`config.mk`:
```
export PLATFORM = sky130hd
export DESIGN_NAME = dyn_nmr_ctrl
export DESIGN_NICKNAME = d
export VERILOG_FILES = /design/src/rtl/dyn_nmr_ctrl.sv
export SDC_FILE = /design/constraint.sdc
export NUM_CORES = 1
export LEC_CHECK = 0
export CORE_MARGIN = 1
export CORE_UTILIZATION = 54
export DETAILED_ROUTE_END_ITERATION = 7
export PLACE_DENSITY = 0.86
export SLEW_MARGIN = 20
export SYNTH_ARGS = -nofsm -noshare
export SYNTH_HDL_FRONTEND = slang
export SYNTH_SLANG_ARGS = --single-unit
```
`constraint.sdc`:
```
create_clock -name clk -period 21 [get_ports clk]
set_clock_uncertainty 0.05 [all_clocks]
set_input_delay 4.2 -clock clk [delete_from_list [all_inputs] [get_ports clk]]
set_output_delay 4.2 -clock clk [all_outputs]
set_load 0.02 [all_outputs]
```
`src/rtl/dyn_nmr_ctrl.sv`:
```
// Dynamic N-modular-redundancy controller for motor commands.
// Votes LANES redundant {speed, dir} lanes at a level (TMR/DMR/simplex/safe)
// chosen from per-lane health, and tracks lane health with persistence counters.
module dyn_nmr_ctrl #(
    parameter int unsigned LANES    = 4,
    parameter int unsigned W        = 4,
    parameter int unsigned FAIL_TH  = 3,
    parameter int unsigned RECOV_TH = 8
) (
    input  logic                 clk,
    input  logic                 rst,
    input  logic [LANES*W-1:0]   lane_speed,
    input  logic [LANES*W-1:0]   lane_dir,
    input  logic [LANES-1:0]     lane_flt,
    input  logic [1:0]           mode,
    output logic [W-1:0]         speed_o,
    output logic [W-1:0]         dir_o,
    output logic                 valid_o,
    output logic                 err_o,
    output logic [1:0]           active_o,
    output logic [LANES-1:0]     health_o
);

    localparam int unsigned WW     = 2 * W;
    localparam int unsigned TH_MAX = (FAIL_TH > RECOV_TH) ? FAIL_TH : RECOV_TH;
    localparam int unsigned CW     = $clog2(TH_MAX + 1);
    localparam int unsigned IW     = $clog2(LANES);
    localparam int unsigned HCW    = $clog2(LANES + 1);

    // Encoding doubles as the number of lanes the level consumes
    typedef enum logic [1:0] {
        LVL_SAFE    = 2'd0,
        LVL_SIMPLEX = 2'd1,
        LVL_DMR     = 2'd2,
        LVL_TMR     = 2'd3
    } level_t;

    typedef enum logic {
        ST_FAILED  = 1'b0,
        ST_HEALTHY = 1'b1
    } hstate_t;

    hstate_t          r_hst [LANES];
    logic [CW-1:0]    r_cnt [LANES];

    logic [WW-1:0]    w_word [LANES];
    logic [LANES-1:0] w_health;
    logic [HCW-1:0]   w_hcnt;
    level_t           w_level;
    logic [1:0]       w_nreq;
    logic [1:0]       w_nsel;
    logic [LANES-1:0] w_sel;
    logic [IW-1:0]    w_i0, w_i1, w_i2;
    logic [WW-1:0]    w_wa, w_wb, w_wc;
    logic [WW-1:0]    w_maj;
    logic             w_maj_ok;
    logic [WW-1:0]    w_vote_word;
    logic             w_vote_ok;
    logic [LANES-1:0] w_bad;

    // Unpack lane words and expose registered health
    always_comb begin
        for (int i = 0; i < LANES; i++) begin
            w_word[i]   = {lane_speed[i*W +: W], lane_dir[i*W +: W]};
            w_health[i] = (r_hst[i] == ST_HEALTHY);
        end
        health_o = w_health;
    end

    // Redundancy level from healthy-lane count and requested mode
    always_comb begin
        w_hcnt = '0;
        for (int i = 0; i < LANES; i++) begin
            w_hcnt = w_hcnt + HCW'(w_health[i]);
        end
        w_level = LVL_SAFE;
        if (mode == 2'd3) begin
            if (w_hcnt >= HCW'(3))      w_level = LVL_TMR;
            else if (w_hcnt == HCW'(2)) w_level = LVL_DMR;
            else if (w_hcnt == HCW'(1)) w_level = LVL_SIMPLEX;
            else                        w_level = LVL_SAFE;
        end else if (32'(w_hcnt) > 32'(mode)) begin
            w_level = level_t'(mode + 2'd1);
        end
        w_nreq = 2'(w_level);
    end

    // Pick the lowest-index healthy lanes for the vote
    always_comb begin
        w_nsel = '0;
        w_sel  = '0;
        w_i0   = '0;
        w_i1   = '0;
        w_i2   = '0;
        for (int i = 0; i < LANES; i++) begin
            if (w_health[i] && (w_nsel < w_nreq)) begin
                w_sel[i] = 1'b1;
                case (w_nsel)
                    2'd0:    w_i0 = IW'(i);
                    2'd1:    w_i1 = IW'(i);
                    default: w_i2 = IW'(i);
                endcase
                w_nsel = w_nsel + 2'd1;
            end
        end
        w_wa = w_word[w_i0];
        w_wb = w_word[w_i1];
        w_wc = w_word[w_i2];
    end

    // Majority of three and per-level vote result
    always_comb begin
        w_maj_ok = 1'b1;
        w_maj    = w_wa;
        if ((w_wa == w_wb) || (w_wa == w_wc)) begin
            w_maj = w_wa;
        end else if (w_wb == w_wc) begin
            w_maj = w_wb;
        end else begin
            w_maj_ok = 1'b0;
        end
        w_vote_word = w_wa;
        w_vote_ok   = 1'b0;
        case (w_level)
            LVL_TMR: begin
                w_vote_word = w_maj;
                w_vote_ok   = w_maj_ok;
            end
            LVL_DMR:     w_vote_ok = (w_wa == w_wb);
            LVL_SIMPLEX: w_vote_ok = 1'b1;
            default:     w_vote_ok = 1'b0;
        endcase
    end

    // Per-lane bad flag; only a TMR minority lane is blamed for its word
    always_comb begin
        for (int i = 0; i < LANES; i++) begin
            w_bad[i] = lane_flt[i] |
                       ((w_level == LVL_TMR) && w_sel[i] && w_maj_ok && (w_word[i] != w_maj));
        end
    end

    // Per-lane health FSM with persistence counters
    always_ff @(posedge clk or negedge rst) begin
        if (!rst) begin
            for (int i = 0; i < LANES; i++) begin
                r_hst[i] <= ST_HEALTHY;
                r_cnt[i] <= '0;
            end
        end else begin
            for (int i = 0; i < LANES; i++) begin
                case (r_hst[i])
                    ST_HEALTHY: begin
                        if (!w_bad[i]) begin
                            r_cnt[i] <= '0;
                        end else if (r_cnt[i] >= CW'(FAIL_TH - 1)) begin
                            r_hst[i] <= ST_FAILED;
                            r_cnt[i] <= '0;
                        end else begin
                            r_cnt[i] <= r_cnt[i] + CW'(1);
                        end
                    end
                    default: begin
                        if (w_bad[i]) begin
                            r_cnt[i] <= '0;
                        end else if (r_cnt[i] >= CW'(RECOV_TH - 1)) begin
                            r_hst[i] <= ST_HEALTHY;
                            r_cnt[i] <= '0;
                        end else begin
                            r_cnt[i] <= r_cnt[i] + CW'(1);
                        end
                    end
                endcase
            end
        end
    end

    // Registered voted outputs; hold the last word on disagreement
    always_ff @(posedge clk or negedge rst) begin
        if (!rst) begin
            speed_o  <= '0;
            dir_o    <= '0;
            valid_o  <= 1'b0;
            err_o    <= 1'b0;
            active_o <= 2'd0;
        end else begin
            active_o <= 2'(w_level);
            if (w_level == LVL_SAFE) begin
                speed_o <= '0;
                valid_o <= 1'b0;
                err_o   <= 1'b1;
            end else if (w_vote_ok) begin
                speed_o <= w_vote_word[WW-1:W];
                dir_o   <= w_vote_word[W-1:0];
                valid_o <= 1'b1;
                err_o   <= 1'b0;
            end else begin
                valid_o <= 1'b0;
                err_o   <= 1'b1;
            end
        end
    end

endmodule

```
==> results.json, run 1 <==
{
  "routabilityCongestion": 1.074,
  "post_synthesis_sequential_element_count": 32,
  "whs_path_depth": 1,
  "static-leakage-power_nw": 2.126,
  "initial_utilization": 0.5711,
  "timing.critical_path.fanout_max": 28,
  "ys_async_sr_fraction": 1.000,
  "timing.rr.end": "r_cnt[2]",
  "tritoncts": "built",
  "grt_overflow_total": 0,
  "placementRows": 33,
  "cts_setup_buffers": 0,
  "worst-setup-path-type": "in -> reg",
  "clk_latency_ns": 0.30,
  "clock_transition_at_the_registers_of_the_reported_paths_ns": 0.07,
  "setup_repair_after_global_routing_missed_its_margin": "no",
  "total_clock_buffers_created_by_cts": 5,
  "holdPathEnd": "r_cnt[12]",
  "hold_buf_count_cts": 0,
  "final_hold_viol_count": 0,
  "drt_drc_violations_left": 0,
  "detailroute.via_count": 5515,
  "wire_length_of_the_first_global_routing_pass_um": 27420,
  "clock_sinks": 32,
  "yosysWarnings": 0,
  "total_of_buffers_placed_on_input_and_output_ports": 55,
  "synth_nets": 693,
  "cts_max_path_buffers": 2,
  "crit_path_max_incr_delay_ns": 0.71,
  "post_drt_via_cell_ratio": 7.209,
  "synth-edff-count": 0,
  "fp.dieW_um": 96.16,
  "layoutNonFillerInstCount": 765,
  "route.antenna.remaining_nets": 0,
  "wire_per_inst_um": 24.02,
  "maximum_number_of_pins_on_one_net_before_global_route_repair": 33,
  "fmax_ghz": 0.07293,
  "dp.final_hpwl_um": 13850,
  "nNetsFinal": 722,
  "ir_worst_vdd_mv": 0.08764,
  "setup-tns-final_ns": 0,
  "initialDrtViolationCount": 584,
  "cellPowerDensity_mw_per_mm2": 141.0,
  "drv_slew": 0,
  "timing.critical_path.slowest_stage_cell": "sky130_fd_sc_hd__or4_1",
  "fp.coreArea_mm2": 0.008382,
  "vias_in_the_first_global_route": 4938,
  "critical_path_depth": 25,
  "req_time_crit_path_ns": 21.09,
  "rrSetupSlack_ns": 10.25,
  "drive_gt1_frac": 0.07273,
  "path_delay_family": "compound AO/OA/AOI/OAI gates",
  "netlist-cell-type-count": 84,
  "globalRouteTotalUtil": 0.4018,
  "post_synth_inst_count": 630,
  "synthesis.area_per_instance_um2": 7.599,
  "hold_crit_path_type": "reg -> reg",
  "max_cap_violations": 0,
  "setup-violations-final": 0,
  "htree_num_levels": 2,
  "max-slew-margin-rel": 0.2958,
  "cts_repair_resizes": 0,
  "status": "finished, final reports clean",
  "r2r_start": "health_o[1]",
  "synth_flop_cell": "sky130_fd_sc_hd__dfrtp_1",
  "diodes": 0,
  "root_buffer": "sky130_fd_sc_hd__clkbuf_8",
  "syn2layout_area_growth_pct": 14.72,
  "hold_path.startpoint": "r_cnt[12]",
  "dieArea_mm2": 0.009246,
  "ios": 56,
  "crit_path_buffers_inverters": 4,
  "timing_worst_slew_pin_value_ns": 1.056,
  "placedCellCount": 757,
  "layout_min_cycle_time_ns": 13.71,
  "detail_route.first_pass.iterations": 7,
  "post-route-period-util": 0.6529,
  "worstSetupEndpointType": "flop",
  "reg2reg_depth": 27,
  "yosysSeqAreaShare": 0.1683,
  "routed_wirelength_um": 18380,
  "die_height_um": 96.16,
  "netlist_area_mm2": 0.004787,
  "antenna_found_initial": 0,
  "setup.worst_path.start_class": "input port",
  "cp_data_arrival_time_ns": 13.80
}
## routing by layer
layer / vias to the layer above / track usage / routed length (µm)
met4: 0 / 0.1741 / 841
met1: 2592 / 0.5350 / 7284
met2: 384 / 0.6318 / 8173
met3: 72 / 0.07425 / 2078
li1: 2467 / - / -
met5: - / 0 / 0
## power by group
group	leakage, nW	internal [mW]	switching, mW	total, mW
sequential	0.410	0.0776	0.0124	0.0900
combinational	1.67	0.237	0.396	0.632
clock	0.0445	0.0267	0.0251	0.0517
total	2.13	0.341	0.433	0.774
## flip-flops by register name, indices dropped and copies added (netlist names)
signal	count
dir_o	4
active_o	2
r_cnt	16
valid_o	1
err_o	1
speed_o	4
health_o	4
## cells in the mapped netlist, drive strengths merged, types with 12 or more instances
master	n	area share
o211ai	17	0.028
nand4	17	0.022
dfrtp	28	0.15
a22oi	12	0.019
ha	20	0.052
clkbuf	29	0.023
a21oi	29	0.031
buf	17	0.016
o2111ai	13	0.024
nand3	17	0.018
nor2	48	0.038
mux2i	28	0.061
nor3	23	0.025
inv	24	0.019
o22ai	16	0.021
a21o	13	0.020
nand2	57	0.045
nor2b	12	0.016
o21ai	27	0.028
xnor2	26	0.048
a211oi	13	0.020
## metrics by stage
stage	worst slack (ns)	cell area (µm²)	total power [mW]	hold slack (ns)	utilization
floorplan	8.931	4787	0.5266	0.3909	-
global placement	7.600	5394	0.6897	0.4105	0.6435
detailed placement	7.172	5394	0.7001	0.4229	0.6435
CTS	7.453	5488	0.7552	0.4330	0.6547
global route	6.663	5492	0.8236	0.4433	0.6552
finish	7.289	5492	0.7741	0.4322	0.6552
## worst max-delay path by stage
stage | from | end | slack [ns]
after floorplan | mode[1] | r_cnt[10] | 8.93
after global placement | mode[1] | r_cnt[2] | 7.60
after detailed placement | mode[1] | r_cnt[2] | 7.17
after CTS | mode[1] | r_cnt[2] | 7.45
after global routing | mode[1] | r_cnt[2] | 6.66
final | mode[1] | r_cnt[2] | 7.29
## cell type report
type                            instances  area, µm²
Clock buffer                            7      86.33
Clock inverter                          1      7.507
Fill cell                             738       2890
Inverter                               24      90.09
Multi-Input combinational cell        528       3722
Sequential cell                        32      805.8
Tap cell                              105      131.4
Timing Repair Buffer                   68      648.1
## cells by family after synthesis
kind of cell	share of synthesized area
compound gates	0.3241
xor+xnor	0.05672
fa+ha+maj	0.06482
buf+inv	0.05802
flops	0.1683
mux	0.07292
simple gates	0.2551
## cell usage in the layout, fill, tap and decap left out, types with 6 or more instances in the layout
master,instances
sky130_fd_sc_hd__a221oi_1,7
sky130_fd_sc_hd__dfrtp_1,28
sky130_fd_sc_hd__clkbuf_8,6
sky130_fd_sc_hd__mux2i_1,27
sky130_fd_sc_hd__o2111ai_1,13
sky130_fd_sc_hd__or3_1,6
sky130_fd_sc_hd__nor2b_1,12
sky130_fd_sc_hd__o21ai_0,22
sky130_fd_sc_hd__o31ai_1,6
sky130_fd_sc_hd__nand2_1,57
sky130_fd_sc_hd__nand4_1,17
sky130_fd_sc_hd__nor3_1,22
sky130_fd_sc_hd__buf_4,13
sky130_fd_sc_hd__nand2b_1,7
sky130_fd_sc_hd__nand3_1,17
sky130_fd_sc_hd__a21oi_1,27
sky130_fd_sc_hd__o211ai_1,16
sky130_fd_sc_hd__a211oi_1,13
sky130_fd_sc_hd__o22ai_1,16
sky130_fd_sc_hd__a22oi_1,12
sky130_fd_sc_hd__a21o_1,13
sky130_fd_sc_hd__xnor2_1,26
sky130_fd_sc_hd__inv_1,24
sky130_fd_sc_hd__a211o_1,7
sky130_fd_sc_hd__ha_1,20
sky130_fd_sc_hd__nor2_1,47
sky130_fd_sc_hd__clkdlybuf4s50_1,55
Note: power is estimated with default switching activity, not from simulation.
==> run 2, diff against run 1 <==
Settings changed: CORE_UTILIZATION 54 to 53, PLACE_DENSITY 0.86 to 0.88.
Clock period 21 ns to 12.6 ns, I/O delays scaled along.
==> results.json, run 2 (synthesis gave the netlist of run 1 again) <==
{
  "grt_overflow_total": 0,
  "setup.worst_path.start_class": "input port",
  "dieArea_mm2": 0.009417,
  "worstSetupEndpointType": "flop",
  "routed_wirelength_um": 18130,
  "cts_setup_buffers": 0,
  "syn2layout_area_growth_pct": 15.39,
  "worst-setup-path-type": "in -> reg",
  "hold_buf_count_cts": 0,
  "diodes": 0,
  "worst_path_most_repeated_cell": "sky130_fd_sc_hd__nand2_1",
  "ios": 56,
  "detailroute.via_count": 5617,
  "clock_sinks": 32,
  "post_drt_via_cell_ratio": 7.295,
  "die_height_um": 97.04,
  "crit_path_max_incr_delay_ns": 0.70,
  "clk_latency_ns": 0.29,
  "nNetsFinal": 724,
  "initial_utilization": 0.5489,
  "timing.critical_path.fanout_max": 28,
  "max_reg_flops": 16,
  "worst_hold_margin_ns": 0.4352,
  "fp.dieW_um": 97.04,
  "final_design_area_no_fill_mm2": 0.005524,
  "wire_per_inst_um": 23.55,
  "drive_gt1_frac": 0.07553,
  "max-slew-margin-rel": 0.2136,
  "layout_min_cycle_time_ns": 11.75,
  "status": "finished, violations left",
  "antenna_found_initial": 0,
  "regMostFlops": "r_cnt",
  "layout.filler_cells": 783,
  "globalRouteTotalUtil": 0.3894,
  "cellPowerDensity_mw_per_mm2": 239.5,
  "cts_max_path_buffers": 2,
  "maximum_number_of_pins_on_one_net_before_global_route_repair": 33,
  "timing_worst_slew_pin_value_ns": 1.180,
  "post-route-period-util": 0.9326,
  "rrSetupSlack_ns": 2.14,
  "detail_route.first_pass.iterations": 7,
  "vias_in_the_first_global_route": 5476,
  "ir_worst_vdd_mv": 0.1548,
  "layout.cells.most_common_list": "sky130_fd_sc_hd__nand2_1, sky130_fd_sc_hd__clkdlybuf4s50_1, sky130_fd_sc_hd__nor2_1, sky130_fd_sc_hd__dfrtp_1",
  "fp.coreArea_mm2": 0.008721,
  "max_cap_violations": 0,
  "setup_slack_placement_ns": 0.7144,
  "fmax_ghz": 0.08510,
  "final_hold_viol_count": 0,
  "setup-violations-final": 0,
  "placementRows": 34,
  "timing.critical_path.slowest_stage_cell": "sky130_fd_sc_hd__or4_1",
  "total_of_buffers_placed_on_input_and_output_ports": 55,
  "setup_repair_after_global_routing_missed_its_margin": "no",
  "route.antenna.remaining_nets": 0,
  "cp_data_arrival_time_ns": 11.85,
  "mostFrequentLayoutCell": "sky130_fd_sc_hd__nand2_1",
  "initialDrtViolationCount": 492,
  "tritoncts": "built",
  "placed_cell_area_mm2": 0.005413,
  "routabilityCongestion": 1.093,
  "hold_crit_path_type": "reg -> reg",
  "drv_slew": 0,
  "cts_repair_resizes": 0,
  "setup-tns-final_ns": 0,
  "static-leakage-power_nw": 2.146,
  "postLayoutCoreUtil": 0.6334,
  "htree_num_levels": 2,
  "drt_drc_violations_left": 1,
  "req_time_crit_path_ns": 12.70,
  "root_buffer": "sky130_fd_sc_hd__clkbuf_8",
  "clock_transition_at_the_registers_of_the_reported_paths_ns": 0.07,
  "total_clock_buffers_created_by_cts": 5,
  "violations": "design-rule violations",
  "wire_length_of_the_first_global_routing_pass_um": 29060,
  "dp.final_hpwl_um": 13750,
  "worst_slack_ns": 0.8491
}
run 2: per-layer routing:
layer	track usage	vias up	wire length (µm)	share of wire
li1	-	2483	-	-
met1	0.4998	2601	6963	0.38
met2	0.6121	430	7956	0.44
met3	0.09104	103	2192	0.12
met4	0.1929	0	1017	0.056
met5	0	-	0	0
run 2: per-stage QoR:
step | cells | power [mW]
floorplan | 630 | 0.8777
CTS | 770 | 1.286
detailed placement | 762 | 1.181
global placement | 762 | 1.153
global route | 770 | 1.405
finish | 770 | 1.323
run 2: final cells by class:
| class | count | area [µm²] | share of cell area |
|---|---|---|---|
| Clock buffer | 6 | 72.57 | 0.01314 |
| Clock inverter | 2 | 35.03 | 0.006342 |
| Inverter | 24 | 90.09 | 0.01631 |
| Multi-Input combinational cell | 528 | 3722 | 0.6738 |
| Sequential cell | 32 | 805.8 | 0.1459 |
| Tap cell | 108 | 135.1 | 0.02446 |
| Timing Repair Buffer | 70 | 663.1 | 0.1200 |
run 2: critical path, delay by kind of cell:
kind	cells	cell delay (ns)
mux	1	0.16
buf+inv	5	1.35
compound gates	10	3.20
simple gates	10	3.18
fa+ha+maj	3	1.42
run 2: power breakdown:
group,internal [mW],total [mW],leakage (nW),switching (mW)
Sequential,0.129,0.152,0.410,0.0225
Combinational,0.412,1.07,1.68,0.659
Clock,0.0587,0.100,0.0552,0.0417
Total,0.600,1.32,2.15,0.723
run 2: worst paths after layout:
kind	startpoint	to	cells past startpoint
setup / recovery	mode[1]	r_cnt[2]	29
hold / removal	dir_o[1]	dir_o[1]	2
setup reg to reg	health_o[1]	r_cnt[2]	31
hold reg to reg	dir_o[1]	dir_o[1]	2
max in group asynchronous	rst	health_o[1]	2
min in group asynchronous	rst	speed_o[1]	2
==> run 3, diff against run 2 <==
Settings changed: GPL_TIMING_DRIVEN set to 0.
==> results.json, run 3 (synthesis gave the netlist of run 1 again) <==
{
  "status": "finished, final reports clean",
  "layoutNonFillerInstCount": 786,
  "htree_num_levels": 2,
  "root_buffer": "sky130_fd_sc_hd__clkbuf_8",
  "routabilityCongestion": 1.038,
  "setup.worst_path.start_class": "input port",
  "vias_in_the_first_global_route": 5509,
  "final_hold_viol_count": 0,
  "setup_repair_after_global_routing_missed_its_margin": "no",
  "worst-setup-path-type": "in -> reg",
  "grt_overflow_total": 0,
  "total_clock_buffers_created_by_cts": 5,
  "maximum_number_of_pins_on_one_net_before_global_route_repair": 33,
  "detailroute.via_count": 5659,
  "nNetsFinal": 740,
  "regMostFlops": "r_cnt",
  "routed_wirelength_um": 18430,
  "mostFrequentLayoutCell": "sky130_fd_sc_hd__nand2_1",
  "max-slew-margin-rel": 0.3337,
  "globalRouteTotalUtil": 0.3870,
  "tritoncts": "built",
  "layout.cells.most_common_list": "sky130_fd_sc_hd__nand2_1, sky130_fd_sc_hd__nor2_1, sky130_fd_sc_hd__clkdlybuf4s50_1, sky130_fd_sc_hd__clkbuf_1",
  "r2r_start": "health_o[1]",
  "static-leakage-power_nw": 2.085,
  "crit_end": "r_cnt[2]",
  "cp_data_arrival_time_ns": 12.21,
  "worst_slack_ns": 0.4752,
  "dp.final_hpwl_um": 14180,
  "startpoint_of_the_worst_setup_timing_path": "mode[1]",
  "p_total_mw": 1.289,
  "initialDrtViolationCount": 708,
  "rrSetupSlack_ns": 1.77,
  "ios": 56,
  "req_time_crit_path_ns": 12.68,
  "max_reg_flops": 16,
  "clock_sinks": 32,
  "layout_min_cycle_time_ns": 12.12,
  "post_drt_via_cell_ratio": 7.200,
  "timing_worst_slew_pin_value_ns": 0.9909,
  "fp.coreArea_mm2": 0.008721,
  "wire_per_inst_um": 23.44,
  "drv_slew": 0,
  "placementRows": 34,
  "crit_path_max_incr_delay_ns": 0.65,
  "detail_route.first_pass.iterations": 6,
  "cts_max_path_buffers": 2,
  "timing.critical_path.fanout_max": 10,
  "whs_path_depth": 2,
  "setup-tns-final_ns": 0,
  "cts_setup_buffers": 0,
  "setup-violations-final": 0,
  "drt_drc_violations_left": 0,
  "ir_worst_vdd_mv": 0.1368,
  "setup_slack_placement_ns": 0.1004,
  "die_height_um": 97.04,
  "syn2layout_area_growth_pct": 13.28,
  "clk_latency_ns": 0.29,
  "timing.rr.end": "r_cnt[2]",
  "diodes": 0,
  "total_of_buffers_placed_on_input_and_output_ports": 40,
  "fmax_ghz": 0.08248,
  "worstSetupEndpointType": "flop",
  "drive_gt1_frac": 0.06637,
  "reg2reg_depth": 34,
  "hold_crit_path_type": "reg -> reg",
  "wire_length_of_the_first_global_routing_pass_um": 28960,
  "post-route-period-util": 0.9623,
  "antenna_found_initial": 0,
  "placedCellCount": 778,
  "clock_transition_at_the_registers_of_the_reported_paths_ns": 0.07,
  "worst_path_most_repeated_cell": "sky130_fd_sc_hd__nand2_1",
  "timing.critical_path.slowest_stage_cell": "sky130_fd_sc_hd__o32ai_1",
  "initial_utilization": 0.5489,
  "fp.dieW_um": 97.04,
  "cellPowerDensity_mw_per_mm2": 237.8,
  "route.antenna.remaining_nets": 0,
  "dieArea_mm2": 0.009417,
  "max_cap_violations": 0
}
==> run 3: changes by cell type in the layout (fill, tap and decap cells not counted), moves of 7 or more <==
cell / change
sky130_fd_sc_hd__clkbuf_1: +28
sky130_fd_sc_hd__clkdlybuf4s50_1: -16
sky130_fd_sc_hd__buf_4: -15
sky130_fd_sc_hd__buf_1: +10
sky130_fd_sc_hd__buf_2: +7
==> run 3: metal layers <==
layer / wire length, µm / track usage / vias to the layer above / part of all wire
met2: 8240 / 0.6148 / 416 / 0.45
met5: 0 / 0 / - / 0
met3: 2173 / 0.07803 / 105 / 0.12
li1: - / - / 2511 / -
met4: 1048 / 0.2135 / 0 / 0.057
met1: 6963 / 0.4907 / 2627 / 0.38
==> run 3: through the flow <==
stage	utilization	area (µm²)	hold slack [ns]
final	0.6218	5423	0.4385
after global routing	0.6218	5423	0.4618
after CTS	0.6198	5405	0.4362
after detailed placement	0.6098	5318	0.4220
after global placement	0.6103	5323	0.4151
after floorplan	-	4787	0.3909
==> run 3: final cells by class <==
cell class	instances	area, µm²
timing repair buffer	40	395.4
clock inverter	3	18.77
tap	108	135.1
multi-input combinational	528	3721
sequential	32	805.8
fill	794	3298
inverter	24	90.09
buffer	46	187.7
clock buffer	5	68.82
==> run 3: timing repair <==
action / 4_1_cts / 5_1_grt
hold buffers: 0 / 0
gates resized for setup: 0 / 3
endpoints found under the setup margin: 0 / 21
==> run 3: power breakdown <==
group	switching (mW)	leakage, nW	internal, mW
combinational	0.676	1.63	0.385
clock	0.0393	0.0479	0.0384
sequential	0.0216	0.410	0.129
==> run 3: critical path, delay by kind of cell <==
family	cells	cell delay, ns
AO/OA/AOI/OAI	7	1.83
buffers and inverters	8	2.54
XOR/XNOR	1	0.16
multiplexers	2	0.80
adder cells (fa/ha/maj)	3	1.02
AND/OR/NAND/NOR	11	3.32
==> run 3: how the worst min path moves through the flow <==
stage / end / startpoint / slack [ns]
2_1_floorplan: r_cnt[12] / r_cnt[12] / 0.39
3_3_place_gp: r_cnt[12] / r_cnt[12] / 0.42
3_5_place_dp: dir_o[1] / dir_o[1] / 0.42
4_1_cts: dir_o[1] / dir_o[1] / 0.44
5_1_grt: dir_o[2] / dir_o[2] / 0.46
6_report: dir_o[1] / dir_o[1] / 0.44
